File: config.mk
export PLATFORM = sky130hd
export DESIGN_NAME = debug_step_monitor
export DESIGN_NICKNAME = d
export VERILOG_FILES = /design/src/rtl/debug_step_monitor.sv
export SDC_FILE = /design/constraint.sdc
export NUM_CORES = 1
export LEC_CHECK = 0
export CAP_MARGIN = 5
export CORE_UTILIZATION = 50
export DETAILED_ROUTE_END_ITERATION = 10
export PLACE_DENSITY = 0.78
export SLEW_MARGIN = 20
export SYNTH_ARGS = -nofsm -noshare
export SYNTH_HDL_FRONTEND = slang
export SYNTH_SLANG_ARGS = --single-unit
File: constraint.sdc
create_clock -name clock -period 2.47 [get_ports clock]
set_input_delay 0.494 -clock clock [delete_from_list [all_inputs] [get_ports clock]]
set_output_delay 0.494 -clock clock [all_outputs]
set_load 0.01 [all_outputs]
File: src/rtl/debug_step_monitor.sv
// Step/dump controller for the RISC debug board: button debounce, CPU clock-enable
// generation, dump address counter, memory mux and display register. Optional macro: STEP_COUNT_EN.
module debug_step_monitor #(
    parameter int ADDR_W     = 8,
    parameter int DATA_W     = 16,
    parameter int DISP_W     = 16,
    parameter int DEB_CYCLES = 50000,
    parameter int AUTO_DIV   = 25000000
) (
    input  logic              clock,
    input  logic              reset,
    input  logic              btn_step,
    input  logic              btn_dump,
    input  logic [1:0]        mode,
    input  logic              dump_en,
    input  logic [1:0]        disp_sel,
    input  logic [ADDR_W-1:0] cpu_addr,
    input  logic              cpu_mw_en,
    input  logic [7:0]        cpu_status,
    input  logic [DATA_W-1:0] mem_rdata,
    output logic              cpu_ce,
    output logic [ADDR_W-1:0] mem_addr,
    output logic              mem_we,
    output logic [ADDR_W-1:0] dump_addr,
    output logic [15:0]       step_count,
    output logic [DISP_W-1:0] disp_data
);

    localparam int CW = $clog2(DEB_CYCLES);
    localparam int DW = $clog2(AUTO_DIV);
    localparam logic [CW-1:0] DEB_LAST  = CW'(DEB_CYCLES - 1);
    localparam logic [DW-1:0] AUTO_LAST = DW'(AUTO_DIV - 1);

    typedef enum logic [1:0] {
        MODE_HALT = 2'b00,
        MODE_STEP = 2'b01,
        MODE_AUTO = 2'b10,
        MODE_RUN  = 2'b11
    } mode_e;

    mode_e mode_w;
    assign mode_w = mode_e'(mode);

    // Index 0 is the step button, index 1 the dump button.
    logic [1:0]    btn_raw;
    logic [1:0]    sync1_q, sync2_q, deb_q, pulse_q;
    logic [CW-1:0] cnt_q [2];

    assign btn_raw = {btn_dump, btn_step};

    // A level is accepted after DEB_CYCLES consecutive samples that differ from
    // the current debounced level; any agreeing sample restarts the count.
    always_ff @(posedge clock or negedge reset) begin
        if (!reset) begin
            sync1_q <= '0;
            sync2_q <= '0;
            deb_q   <= '0;
            pulse_q <= '0;
            for (int b = 0; b < 2; b++) cnt_q[b] <= '0;
        end else begin
            sync1_q <= btn_raw;
            sync2_q <= sync1_q;
            for (int b = 0; b < 2; b++) begin
                pulse_q[b] <= 1'b0;
                if (sync2_q[b] == deb_q[b]) begin
                    cnt_q[b] <= '0;
                end else if (cnt_q[b] == DEB_LAST) begin
                    cnt_q[b]   <= '0;
                    deb_q[b]   <= sync2_q[b];
                    pulse_q[b] <= sync2_q[b];
                end else begin
                    cnt_q[b] <= cnt_q[b] + CW'(1);
                end
            end
        end
    end

    logic              cpu_ce_q, cpu_ce_d;
    logic [DW-1:0]     div_q, div_d;
    logic              auto_tick;
    logic [ADDR_W-1:0] dump_addr_q, dump_addr_d;
    logic [DISP_W-1:0] disp_q, disp_d;

    // Divider sits at zero outside AUTO, so entering AUTO always starts a fresh period.
    always_comb begin
        div_d     = div_q;
        auto_tick = 1'b0;
        if (mode_w != MODE_AUTO) begin
            div_d = '0;
        end else if (!dump_en) begin
            if (div_q == AUTO_LAST) begin
                div_d     = '0;
                auto_tick = 1'b1;
            end else begin
                div_d = div_q + DW'(1);
            end
        end
    end

    always_comb begin
        cpu_ce_d = 1'b0;
        if (!dump_en) begin
            case (mode_w)
                MODE_HALT: cpu_ce_d = 1'b0;
                MODE_STEP: cpu_ce_d = pulse_q[0];
                MODE_AUTO: cpu_ce_d = auto_tick;
                MODE_RUN:  cpu_ce_d = 1'b1;
                default:   cpu_ce_d = 1'b0;
            endcase
        end
    end

    always_comb begin
        dump_addr_d = dump_addr_q;
        if (dump_en && pulse_q[1]) dump_addr_d = dump_addr_q + ADDR_W'(1);
    end

    always_comb begin
        disp_d = '0;
        case (disp_sel)
            2'b00:   disp_d = DISP_W'(mem_addr);
            2'b01:   disp_d = DISP_W'(mem_rdata);
            2'b10:   disp_d = DISP_W'(cpu_addr);
`ifdef STEP_COUNT_EN
            2'b11:   disp_d = DISP_W'(step_count);
`else
            2'b11:   disp_d = DISP_W'(cpu_status);
`endif
            default: disp_d = '0;
        endcase
    end

    always_ff @(posedge clock or negedge reset) begin
        if (!reset) begin
            cpu_ce_q    <= 1'b0;
            div_q       <= '0;
            dump_addr_q <= '0;
            disp_q      <= '0;
        end else begin
            cpu_ce_q    <= cpu_ce_d;
            div_q       <= div_d;
            dump_addr_q <= dump_addr_d;
            disp_q      <= disp_d;
        end
    end

`ifdef STEP_COUNT_EN
    logic [15:0] step_count_q, step_count_d;
    logic        unused_status;

    assign unused_status = ^cpu_status;
    assign step_count_d  = cpu_ce_q ? step_count_q + 16'd1 : step_count_q;

    always_ff @(posedge clock or negedge reset) begin
        if (!reset) step_count_q <= '0;
        else        step_count_q <= step_count_d;
    end

    assign step_count = step_count_q;
`else
    assign step_count = '0;
`endif

    assign cpu_ce    = cpu_ce_q;
    assign dump_addr = dump_addr_q;
    assign disp_data = disp_q;
    assign mem_addr  = dump_en ? dump_addr_q : cpu_addr;
    // Dump mode can never write memory.
    assign mem_we    = cpu_mw_en & cpu_ce_q & ~dump_en;

endmodule

* After elaboration in Yosys (flattened, before gate mapping)
Cells that the tools add are included.
** Operators by class
- Add/subtract/negate cells :: 4
- Eq/ne operators :: 13
- Mux-type cells :: 17
- Bitwise operators :: 5
- Reductions and logical operators :: 5
** Operators by type and width (count)
- two-way mux 25 bit :: 3
- two-way mux 16 bit :: 4
- one-hot mux 16 bit (4 select lines) :: 1
- adder 16 x 1 -> 16 bit (second input constant) :: 2
- == test 16 bit (second input constant) :: 2
- adder 25 x 1 -> 25 bit (second input constant) :: 1
- == test 25 bit (second input constant) :: 1
- adder 8 x 1 -> 8 bit (second input constant) :: 1
- == test 2 bit (second input constant) :: 4
- two-way mux 8 bit :: 1
- two-way mux 1 bit :: 7
- == test 2 x 1 -> 1 bit (second input constant) :: 2
- zero test 2 bit :: 2
- one-hot mux 1 bit (4 select lines) :: 1
- AND reduction 2 bit :: 2
- NOT 1 bit :: 3
- AND 1 bit :: 2
- == test 1 bit :: 2
- != test 2 x 1 -> 1 bit (second input constant) :: 1
- != test 2 bit (second input constant) :: 1
- logical AND 1 bit :: 1
** Storage, ports and cells
- Bits in registers :: 90
- Bits of input ports :: 42
- Output and inout bits :: 50
- Word-level logic and storage cells :: 55

* Depth between registers and ports, before layout
- Depth after elaboration :: 5
- Gate-level depth with buffers :: 8
- Mapped depth without buffers :: 6

* Worst setup path after synthesis
OpenSTA, ideal clock, no wires.
- Path type :: input to output
- Start :: input dump_en
- End :: output mem_we
- Arrival :: 1.628 ns
- Data required time :: 1.976 ns
- Slack :: 0.348 ns
- Cell stages on the path :: 5
- Buffers on the path :: 4
- Cell sequence :: buf_2 -> buf_1 -> clkbuf_1 -> clkbuf_1 -> nor2_1
** On the way
- Cells in the longest elaborated chain, start to end :: 2
** RTL lines
- start, declared :: RTL line 15 : input logic dump_en,
- NOT 1 bit :: RTL line 169 : assign mem_we = cpu_mw_en & cpu_ce_q & ~dump_en;
- AND 1 bit :: RTL line 169
- end, declared :: RTL line 23 : output logic mem_we,
Every way passes these cells.

* Worst setup path in the final report
- Start :: input dump_en
- End :: output mem_addr[2]
** On the way
- Cells in the longest elaborated chain, start to end :: 1
** RTL lines
- two-way mux 8 bit :: RTL line 167 : assign mem_addr = dump_en ? dump_addr_q : cpu_addr;
- end, declared :: RTL line 22 : output logic [ADDR_W-1:0] mem_addr,
Every way passes these cells.

==> reports/metrics.yaml <==
status: "completed"
min_period_ns: 2.44
yosysTopAreaCell: "dfrtp_1"
arrival_ns: 1.94
clk_pin_slew_ns: 0.09
antenna_found_initial: 0
synthTopCellsByArea: "dfrtp_1, xnor2_1, nor2_1"
place_ws_ns: -0.0480
crit_path_start_kind: "primary input"
stdcell_area_sq_um: 5580
syn_area_sq_um: 4540
critical_path.max_fanout: 9
relSlewSlack_pct: 58.0
vias: 3491
multi_input_area_sq_um: 2150
ios: 92
cts_max_path_buffers: 2
reg2reg_depth: 6
cp_slowest_cell: "clkdlybuf4s50_1"
clk_latency_ns: 0.34
power_density_nw_per_um2: 497
numCtsBuffers: 9
setup_viol: 0
cts.hold.buffers_added: 0
synth-async-reset-ratio_pct: 100
synth_top_area_share_pct: 49.6
first_pass_iters: 4
tightest_slew_ns: 0.631
hold_path_class: "primary input to async pin"
synth_edf_count: 0
die_w_um: 97.3
rsz0062_at_grt: "false"
maxSlewViolCount: 0
cellLeakagePower_nw: 2.39
start_util_pct: 51.8
fin_ws_ns: 0.0311
worstPathRequired_ns: 1.98
dieArea_sq_um: 9460
hpwl_mm: 7.15
netlist_instances: 440
grt_pass1_wl_mm: 16.2
ys_warn_count: 0
seq_area_frac_synth_pct: 49.6
ant_nets: 0
portBuffers: 75
grt_max_degree: 52
fin_skew_ns: 0.0110
startpoint: "dump_en"
hold_ws_ns: 0.170
cap_violations: 0
r2r_end: "div_q[14]$_DFFE_PN0P_"
grt_overflow_total: 0
wl_per_cell_um: 15.0
num_antenna_cells: 0
grt_pass1_vias: 3444
worstPathCellList: "clkdlybuf4s50_1 > buf_6 > mux2_2 > clkdlybuf4s50_1"
regToRegSetupSlack_ns: 0.23
path_class: "primary input to output pin"
viasPerCell: 5.50
end_kind: "output pin"
placed_area_sq_um: 5350
ys.flop_type: "dfrtp_1"
die_h_um: 97.3
peakVddDrop_mv: 0.375
globalplace.congestion: 0.807
syn_to_final_growth_pct: 23.0
wl_mm: 9.55
cp_common_cell: "clkdlybuf4s50_1"
crit_path_max_incr_delay_ns: 0.49
synth.avg_cell_area_sq_um: 10.3
hold_violations: 0
cts_root_buf: "clkbuf_8"
seqCellArea_sq_um: 2250
fillerInstances: 711
synthDistinctLibCells: 50
drt_iter0_drc: 147
ys_ff_latch: 90
drive_above_1_share_pct: 9.68
r2r_start: "div_q[0]$_DFFE_PN0P_"
yosysMostFrequentCell: "dfrtp_1"
timing.fmax_mhz: 410
htree_levels: 3
cp_top_family: "buffers and inverters"
synth_commonest_cells: "dfrtp_1, nor2_1, nand2_1, nand3_1, xnor2_1"
remaining_drc_errors: 0
nNetsFinal: 569
cts.sinks: 90
path_buf_inv: 3
final.period_utilization_pct: 98.7
core_sq_um: 8760
rows: 34
grt_usage_pct: 21.0
cts_tree: "built"
timing repair:
action                     in CTS  in global routing
buffers inserted                0                  3
setup endpoints to repair       8                  7
resized for setup               3                  4
metrics by stage:
stage          power [W]  std cells  TNS, ns  utilization (%)
2_1_floorplan    0.00168        455        0                -
3_3_place_gp     0.00183        617  -0.0231             61.1
3_5_place_dp     0.00184        617   -0.168             61.1
4_1_cts          0.00280        632        0             63.2
5_1_grt          0.00289        635        0             63.7
6_report         0.00277        635        0             63.7
worst max-delay path by stage:
stage | end | slack [ns] | cells after the start
global placement | mem_addr[7] | -0.009 | 4
finish | mem_addr[2] | 0.03 | 4
global route | mem_addr[0] | 0.008 | 4
floorplan | mem_we | 0.35 | 5
CTS | mem_addr[7] | 0.0005 | 4
detailed placement | mem_addr[4] | -0.05 | 4
power breakdown:
part	internal (W)	switching, W
sequential	0.00150	0.0000159
combinational	0.000155	0.000134
clock	0.000488	0.000478
final cells by class:
type / instances / area share (%)
well taps: 108 / 2.42
repair buffers: 86 / 15.0
clock buffers: 12 / 2.60
clock inverters: 3 / 0.717
flip-flops and latches: 90 / 40.4
inverters: 6 / 0.404
multi-input cells: 330 / 38.5
placed cells by master, fill, tap and decap left out, types with 3 or more instances in the layout:
master / n
a31oi_1: 3
a21oi_1: 5
nor4_1: 10
mux2_2: 11
nand2b_1: 6
nor2_1: 51
xnor2_1: 22
clkbuf_8: 10
nand4_1: 21
nor2b_1: 3
dfrtp_1: 90
dlymetal6s2s_1: 3
ha_1: 4
o21ai_0: 9
clkdlybuf4s50_1: 69
nor3_1: 12
mux4_2: 8
and4_1: 3
or4_1: 5
and3_1: 8
inv_1: 6
and2_1: 10
buf_4: 11
conb_1: 16
xor2_1: 21
nand2_1: 43
or3_1: 3
nand3_1: 31
flip-flops by register name (all words and copies together), names as in the netlist:
register,cells
cnt_q,32
cpu_ce,1
deb_q,2
disp_data,16
div_q,25
dump_addr,8
pulse_q,2
sync1_q,2
sync2_q,2
per-layer routing:
layer / global-route usage [%] / wire length, um / up-vias
met1: 27.9 / 4230 / 1712
met4: 5.88 / 131 / 0
li1: - / - / 1686
met5: 0 / 0 / -
met2: 35.7 / 4880 / 78
met3: 3.53 / 306 / 15
cells by family (layout without fill, tap and decap cells):
logic type / Yosys count / after routing / synth area share [%]
other: 1 / 16 / 0.0826
buffers and inverters: 35 / 107 / 4.58
AND/OR/NAND/NOR: 218 / 218 / 25.0
flip-flops: 90 / 90 / 49.6
adder cells (fa/ha/maj): 4 / 4 / 1.10
AO/OA/AOI/OAI: 30 / 30 / 4.66
XOR/XNOR: 43 / 43 / 8.30
multiplexers: 19 / 19 / 6.70
Power figures use the tool's default switching activity.
